## config.mk

```make
export PLATFORM = sky130hd
export DESIGN_NAME = controle_acesso_memoria
export DESIGN_NICKNAME = d
export VERILOG_FILES = /design/src/rtl/controle_acesso_memoria.sv
export SDC_FILE = /design/constraint.sdc
export NUM_CORES = 1
export LEC_CHECK = 0
export CORE_MARGIN = 5
export CORE_UTILIZATION = 32
export DETAILED_ROUTE_END_ITERATION = 10
export GPL_TIMING_DRIVEN = 0
export PLACE_DENSITY = 0.56
export SETUP_SLACK_MARGIN = 0.4
export SYNTH_ARGS = -nofsm -noshare
export SYNTH_HDL_FRONTEND = slang
export SYNTH_SLANG_ARGS = --single-unit
```

## constraint.sdc

```tcl
create_clock -name clock -period 3.87 [get_ports clock]
set_input_delay 0.774 -clock clock [delete_from_list [all_inputs] [get_ports clock]]
set_output_delay 0.774 -clock clock [all_outputs]
set_load 0.01 [all_outputs]
```

## src/rtl/controle_acesso_memoria.sv

```systemverilog
// Load/store access controller for the word-addressed data memory.
// Subword stores use read-modify-write; loads are lane-selected and extended.
module controle_acesso_memoria #(
    parameter int unsigned palavrasMemoria = 32
) (
    input  logic        clock,
    input  logic        resetN,
    input  logic        reqValid,
    output logic        reqReady,
    input  logic        reqWrite,
    input  logic [1:0]  reqSize,
    input  logic        reqSigned,
    input  logic [31:0] reqAddr,
    input  logic [31:0] reqWData,
    output logic        respValid,
    output logic [31:0] respData,
    output logic [1:0]  respErro,
    output logic [31:0] memAddress,
    output logic        memRead,
    output logic        memWrite,
    output logic [31:0] memWriteData,
    input  logic [31:0] memReadData
);

    typedef enum logic [1:0] {OCIOSO, LEITURA, ESCRITA, RESPOSTA} estado_t;

    localparam logic [31:0] LIMITE = 32'(palavrasMemoria);

    estado_t     estado, proximo;
    logic [31:0] addr_q, wdata_q, merge_q, dado_q;
    logic [1:0]  size_q, erro_q;
    logic        signed_q, write_q;

    logic        aceita, desalinhado, fora_faixa;
    logic [1:0]  erro_req;
    logic [7:0]  byte_sel;
    logic [15:0] meia_sel;
    logic [31:0] dado_fmt, dado_merge;

    assign aceita = reqValid && reqReady;

    // Misalignment wins over out-of-range
    always_comb begin
        desalinhado = (reqSize == 2'b11)
                   || (reqSize == 2'b01 && reqAddr[0])
                   || (reqSize == 2'b10 && reqAddr[1:0] != 2'b00);
        fora_faixa  = {2'b00, reqAddr[31:2]} >= LIMITE;
        erro_req    = desalinhado ? 2'b01 : (fora_faixa ? 2'b10 : 2'b00);
    end

    always_comb begin
        proximo = estado;
        unique case (estado)
            OCIOSO: begin
                if (aceita) begin
                    if (erro_req != 2'b00)
                        proximo = RESPOSTA;
                    else if (reqWrite && reqSize == 2'b10)
                        proximo = ESCRITA;
                    else
                        proximo = LEITURA;
                end
            end
            LEITURA:  proximo = write_q ? ESCRITA : RESPOSTA;
            ESCRITA:  proximo = RESPOSTA;
            RESPOSTA: proximo = OCIOSO;
        endcase
    end

    always_comb begin
        byte_sel = memReadData[{addr_q[1:0], 3'b000} +: 8];
        meia_sel = memReadData[{addr_q[1], 4'b0000} +: 16];
        case (size_q)
            2'b00:   dado_fmt = {{24{signed_q & byte_sel[7]}}, byte_sel};
            2'b01:   dado_fmt = {{16{signed_q & meia_sel[15]}}, meia_sel};
            default: dado_fmt = memReadData;
        endcase
    end

    always_comb begin
        dado_merge = merge_q;
        case (size_q)
            2'b00:   dado_merge[{addr_q[1:0], 3'b000} +: 8] = wdata_q[7:0];
            2'b01:   dado_merge[{addr_q[1], 4'b0000} +: 16] = wdata_q[15:0];
            default: dado_merge = wdata_q;
        endcase
    end

    always_ff @(posedge clock or negedge resetN) begin
        if (!resetN) begin
            estado   <= OCIOSO;
            addr_q   <= '0;
            wdata_q  <= '0;
            merge_q  <= '0;
            dado_q   <= '0;
            size_q   <= '0;
            erro_q   <= '0;
            signed_q <= 1'b0;
            write_q  <= 1'b0;
        end else begin
            estado <= proximo;
            unique case (estado)
                OCIOSO: begin
                    if (aceita) begin
                        addr_q   <= reqAddr;
                        wdata_q  <= reqWData;
                        size_q   <= reqSize;
                        signed_q <= reqSigned;
                        write_q  <= reqWrite;
                        erro_q   <= erro_req;
                        dado_q   <= '0;
                    end
                end
                LEITURA: begin
                    if (write_q)
                        merge_q <= memReadData;
                    else
                        dado_q <= dado_fmt;
                end
                ESCRITA: ;
                RESPOSTA: begin
                    dado_q <= '0;
                    erro_q <= '0;
                end
            endcase
        end
    end

    always_comb begin
        reqReady     = (estado == OCIOSO);
        respValid    = (estado == RESPOSTA);
        respData     = dado_q;
        respErro     = erro_q;
        memRead      = (estado == LEITURA);
        memWrite     = (estado == ESCRITA);
        memAddress   = (memRead || memWrite) ? {2'b00, addr_q[31:2]} : 32'd0;
        memWriteData = memWrite ? dado_merge : 32'd0;
    end

endmodule

```

==> impl_metrics.yaml <==
pwr:
  leakagePower_nw: 4.35
  powerDensity_nw_per_um2: 910
  vdd_drop_max_mv: 0.469
  p_total_mw: 9.45
synthesis:
  seq_area_frac_synth_pct: 47.2
  syn-instance-count: 639
  synth-edff-count: 0
  synth_seq_cells: 136
  synth_warnings: 0
  yosysMostFrequentCell: "dfrtp_1"
  synth_area_per_cell_um2: 11.3
  synthTopCellsByCount: "dfrtp_1 (136), mux2_2 (56), mux2_1 (39)"
  ys_types: 50
  synth_area_um2: 7210
  yosysTopAreaCellShare_pct: 47.2
  synth_ff_type: "dfrtp_1"
  synth_area_leader_cell: "dfrtp_1"
  synth_area_leaders: "dfrtp_1 (47%), mux2_2 (8.7%), mux2_1 (6.1%)"
  async_flop_share_pct: 100
timing:
  tns_ns: 0
  setup_viol: 0
  final-max-slew-violation-count: 0
  fin_skew_ns: 0.00729
  min_period_over_period_pct: 88.3
  tightest_slew_ns: 0.603
  rsz0062_at_grt: "true"
  finalHoldViolations: 0
  period_needed_ns: 3.42
  max_freq_ghz: 0.293
  setup_ws_ns: 0.452
  relSlewSlack_pct: 59.8
cells_and_area:
  antenna_cells: 0
  num-fill-cells: 2163
  area_growth_pct: 44.0
  fin_util_pct: 46.3
  nets: 987
  layout-drive-gt1-share_pct: 18.5
routing:
  drtIter0Drc: 339
  ant_nets: 0
  num_vias: 6098
  dr.pass1.iters: 6
  wl_per_cell_um: 21.4
  via_per_inst: 5.20
  route.detailed.drc: 0
  drt_wl_total_um: 25100
grt:
  track_usage_pct: 19.6
  antenna_found_initial: 0
  grt_max_degree: 82
  grtUsageMet3_pct: 7.74
  gr-total-overflow: 0
  top_usage_layer: "met2"
  grt_pass1_vias: 6197
  grtUsageMet2_pct: 31.1
  grt_pass1_wl_um: 38600
  met1_usage_pct: 25.1
clock_tree:
  cts_tree: "built"
  numCtsBuffers: 17
  ctsRootBufferMaster: "clkbuf_16"
  cts_sinks: 136
  clk_latency_ns: 0.43
  clk_pin_slew_worst_paths_ns: 0.06
  clockBufferDepth: 2
  h-tree-depth: 4
critical_path:
  r2r.worst_path.cells: 7
  max_stage_delay_ns: 0.40
  cp_slowest_cell: "dfrtp_1"
  critPathMaxFanout: 11
  arrival_ns: 2.64
  required_ns: 3.10
  cp-start-kind: "register"
  crit_chain: "buf_6 > buf_12 > inv_8 > ha_4 > nor4bb_1 > buf_4 > buf_4 > buf_12 > a221o_1 > a22oi_1 > nor2b_1 > clkdlybuf4s15_2"
  worstSetupPathType: "register to primary output"
  endpoint_kind: "primary output"
floorplan:
  io_pins: 205
  core_um2: 22400
  dieArea_um2: 25600
  start_util_pct: 32.1
  die_w_um: 160
  chipHeight_um: 160
  rows: 55
place:
  post-place-ws_ns: -0.0297
  portBuffers: 202
  place.gp.congestion: 0.870
  dpl.hpwl_um: 19000
job:
  max_cap_viol_count: 0
outcome:
  status: "completed"
hold_path:
  hold_class: "input port to async pin"
kinds of logic (layout without fill, tap and decap cells):
group,count (synthesis),count (layout),synth area share (%)
other,1,2,0.0520
AND/OR/NAND/NOR,152,152,12.0
adder cells (fa/ha/maj),9,9,1.56
AO/OA/AOI/OAI,158,158,16.7
flip-flops,136,136,47.2
buffers and inverters,62,310,3.78
multiplexers,121,121,18.7
timing repair:
action | 4_1_cts | 5_1_grt
pin swaps | 1 | 8
buffers inserted | 9 | 4
endpoints found under the setup margin | 32 | 28
gates resized for setup | 58 | 49
hold buffers | 0 | 0
routing by layer:
metal	wire, um	vias up	part of all wire (%)
met5	0	-	0
met4	454	0	1.8
met3	2310	32	9.2
met2	11700	236	47
met1	10600	2963	42
li1	-	2867	-
worst max-delay path, delay by kind of cell (launching register included):
family | cells | cell delay [ns]
fa+ha+maj | 1 | 0.22
compound gates | 2 | 0.20
buf+inv | 7 | 0.99
simple gates | 2 | 0.41
flops | 1 | 0.40
per-stage QoR:
| step | hold slack, ns | instance area [um^2] | cells |
|---|---|---|---|
| 6_report | 0.320 | 10400 | 1173 |
| 5_1_grt | 0.346 | 10400 | 1173 |
| 4_1_cts | 0.316 | 10400 | 1169 |
| 3_5_place_dp | 0.474 | 9620 | 1128 |
| 3_3_place_gp | 0.467 | 9590 | 1127 |
| 2_1_floorplan | 0.456 | 7210 | 640 |
placed cells by master (no fill, tap or decap), types with 9 or more instances in the layout:
master           instances
dfrtp_1                136
a21oi_1                 24
mux2_1                  39
o21ai_0                 16
nor2_1                  18
dlygate4sd2_1           10
buf_4                   17
and2_1                  31
mux2_2                  56
a22o_1                  10
a22oi_1                 16
buf_2                   15
o2bb2ai_1               16
nor2b_1                 32
buf_1                   10
clkdlybuf4s50_1        169
mux2i_1                 24
clkbuf_16               17
inv_1                    9
nand2_1                 28
nand2b_1                10
clkbuf_2                17
clkbuf_1                15
a221o_1                 33
area by class of cell:
| type | instances | area [um^2] | share of cell area (%) |
|---|---|---|---|
| buffer | 50 | 262 | 2.52 |
| clock buffer | 17 | 425 | 4.10 |
| clock inverter | 15 | 216 | 2.08 |
| inverter | 12 | 52.6 | 0.506 |
| multi-input combinational | 442 | 3590 | 34.6 |
| sequential | 136 | 3400 | 32.8 |
| tap | 285 | 357 | 3.43 |
| timing repair buffer | 216 | 2080 | 20.0 |
worst paths after layout:
path	from	endpoint	slack [ns]
max in group asynchronous	resetN	respData[2]	2.75
setup / recovery	addr_q[1]	memWriteData[28]	0.45
hold reg to reg	addr_q[30]	addr_q[30]	0.49
hold / removal	resetN	wdata_q[23]	0.32
min in group clock	addr_q[30]	addr_q[30]	0.49
setup reg to reg	estado[1]	wdata_q[30]	1.61
sequential cells by signal (all words and copies together), names as in the netlist:
signal	flops
addr_q	32
estado	2
merge_q	32
respData	32
respErro	2
signed_q	1
size_q	2
wdata_q	32
write_q	1
report_power, final:
part / total (mW) / leakage (nW) / internal [mW] / switching (mW)
registers: 2.78 / 1.67 / 2.12 / 0.658
clock network: 1.80 / 0.313 / 1.10 / 0.704
logic: 4.87 / 2.37 / 2.51 / 2.36
total: 9.45 / 4.35 / 5.72 / 3.73
Power figures use the tool's default switching activity.
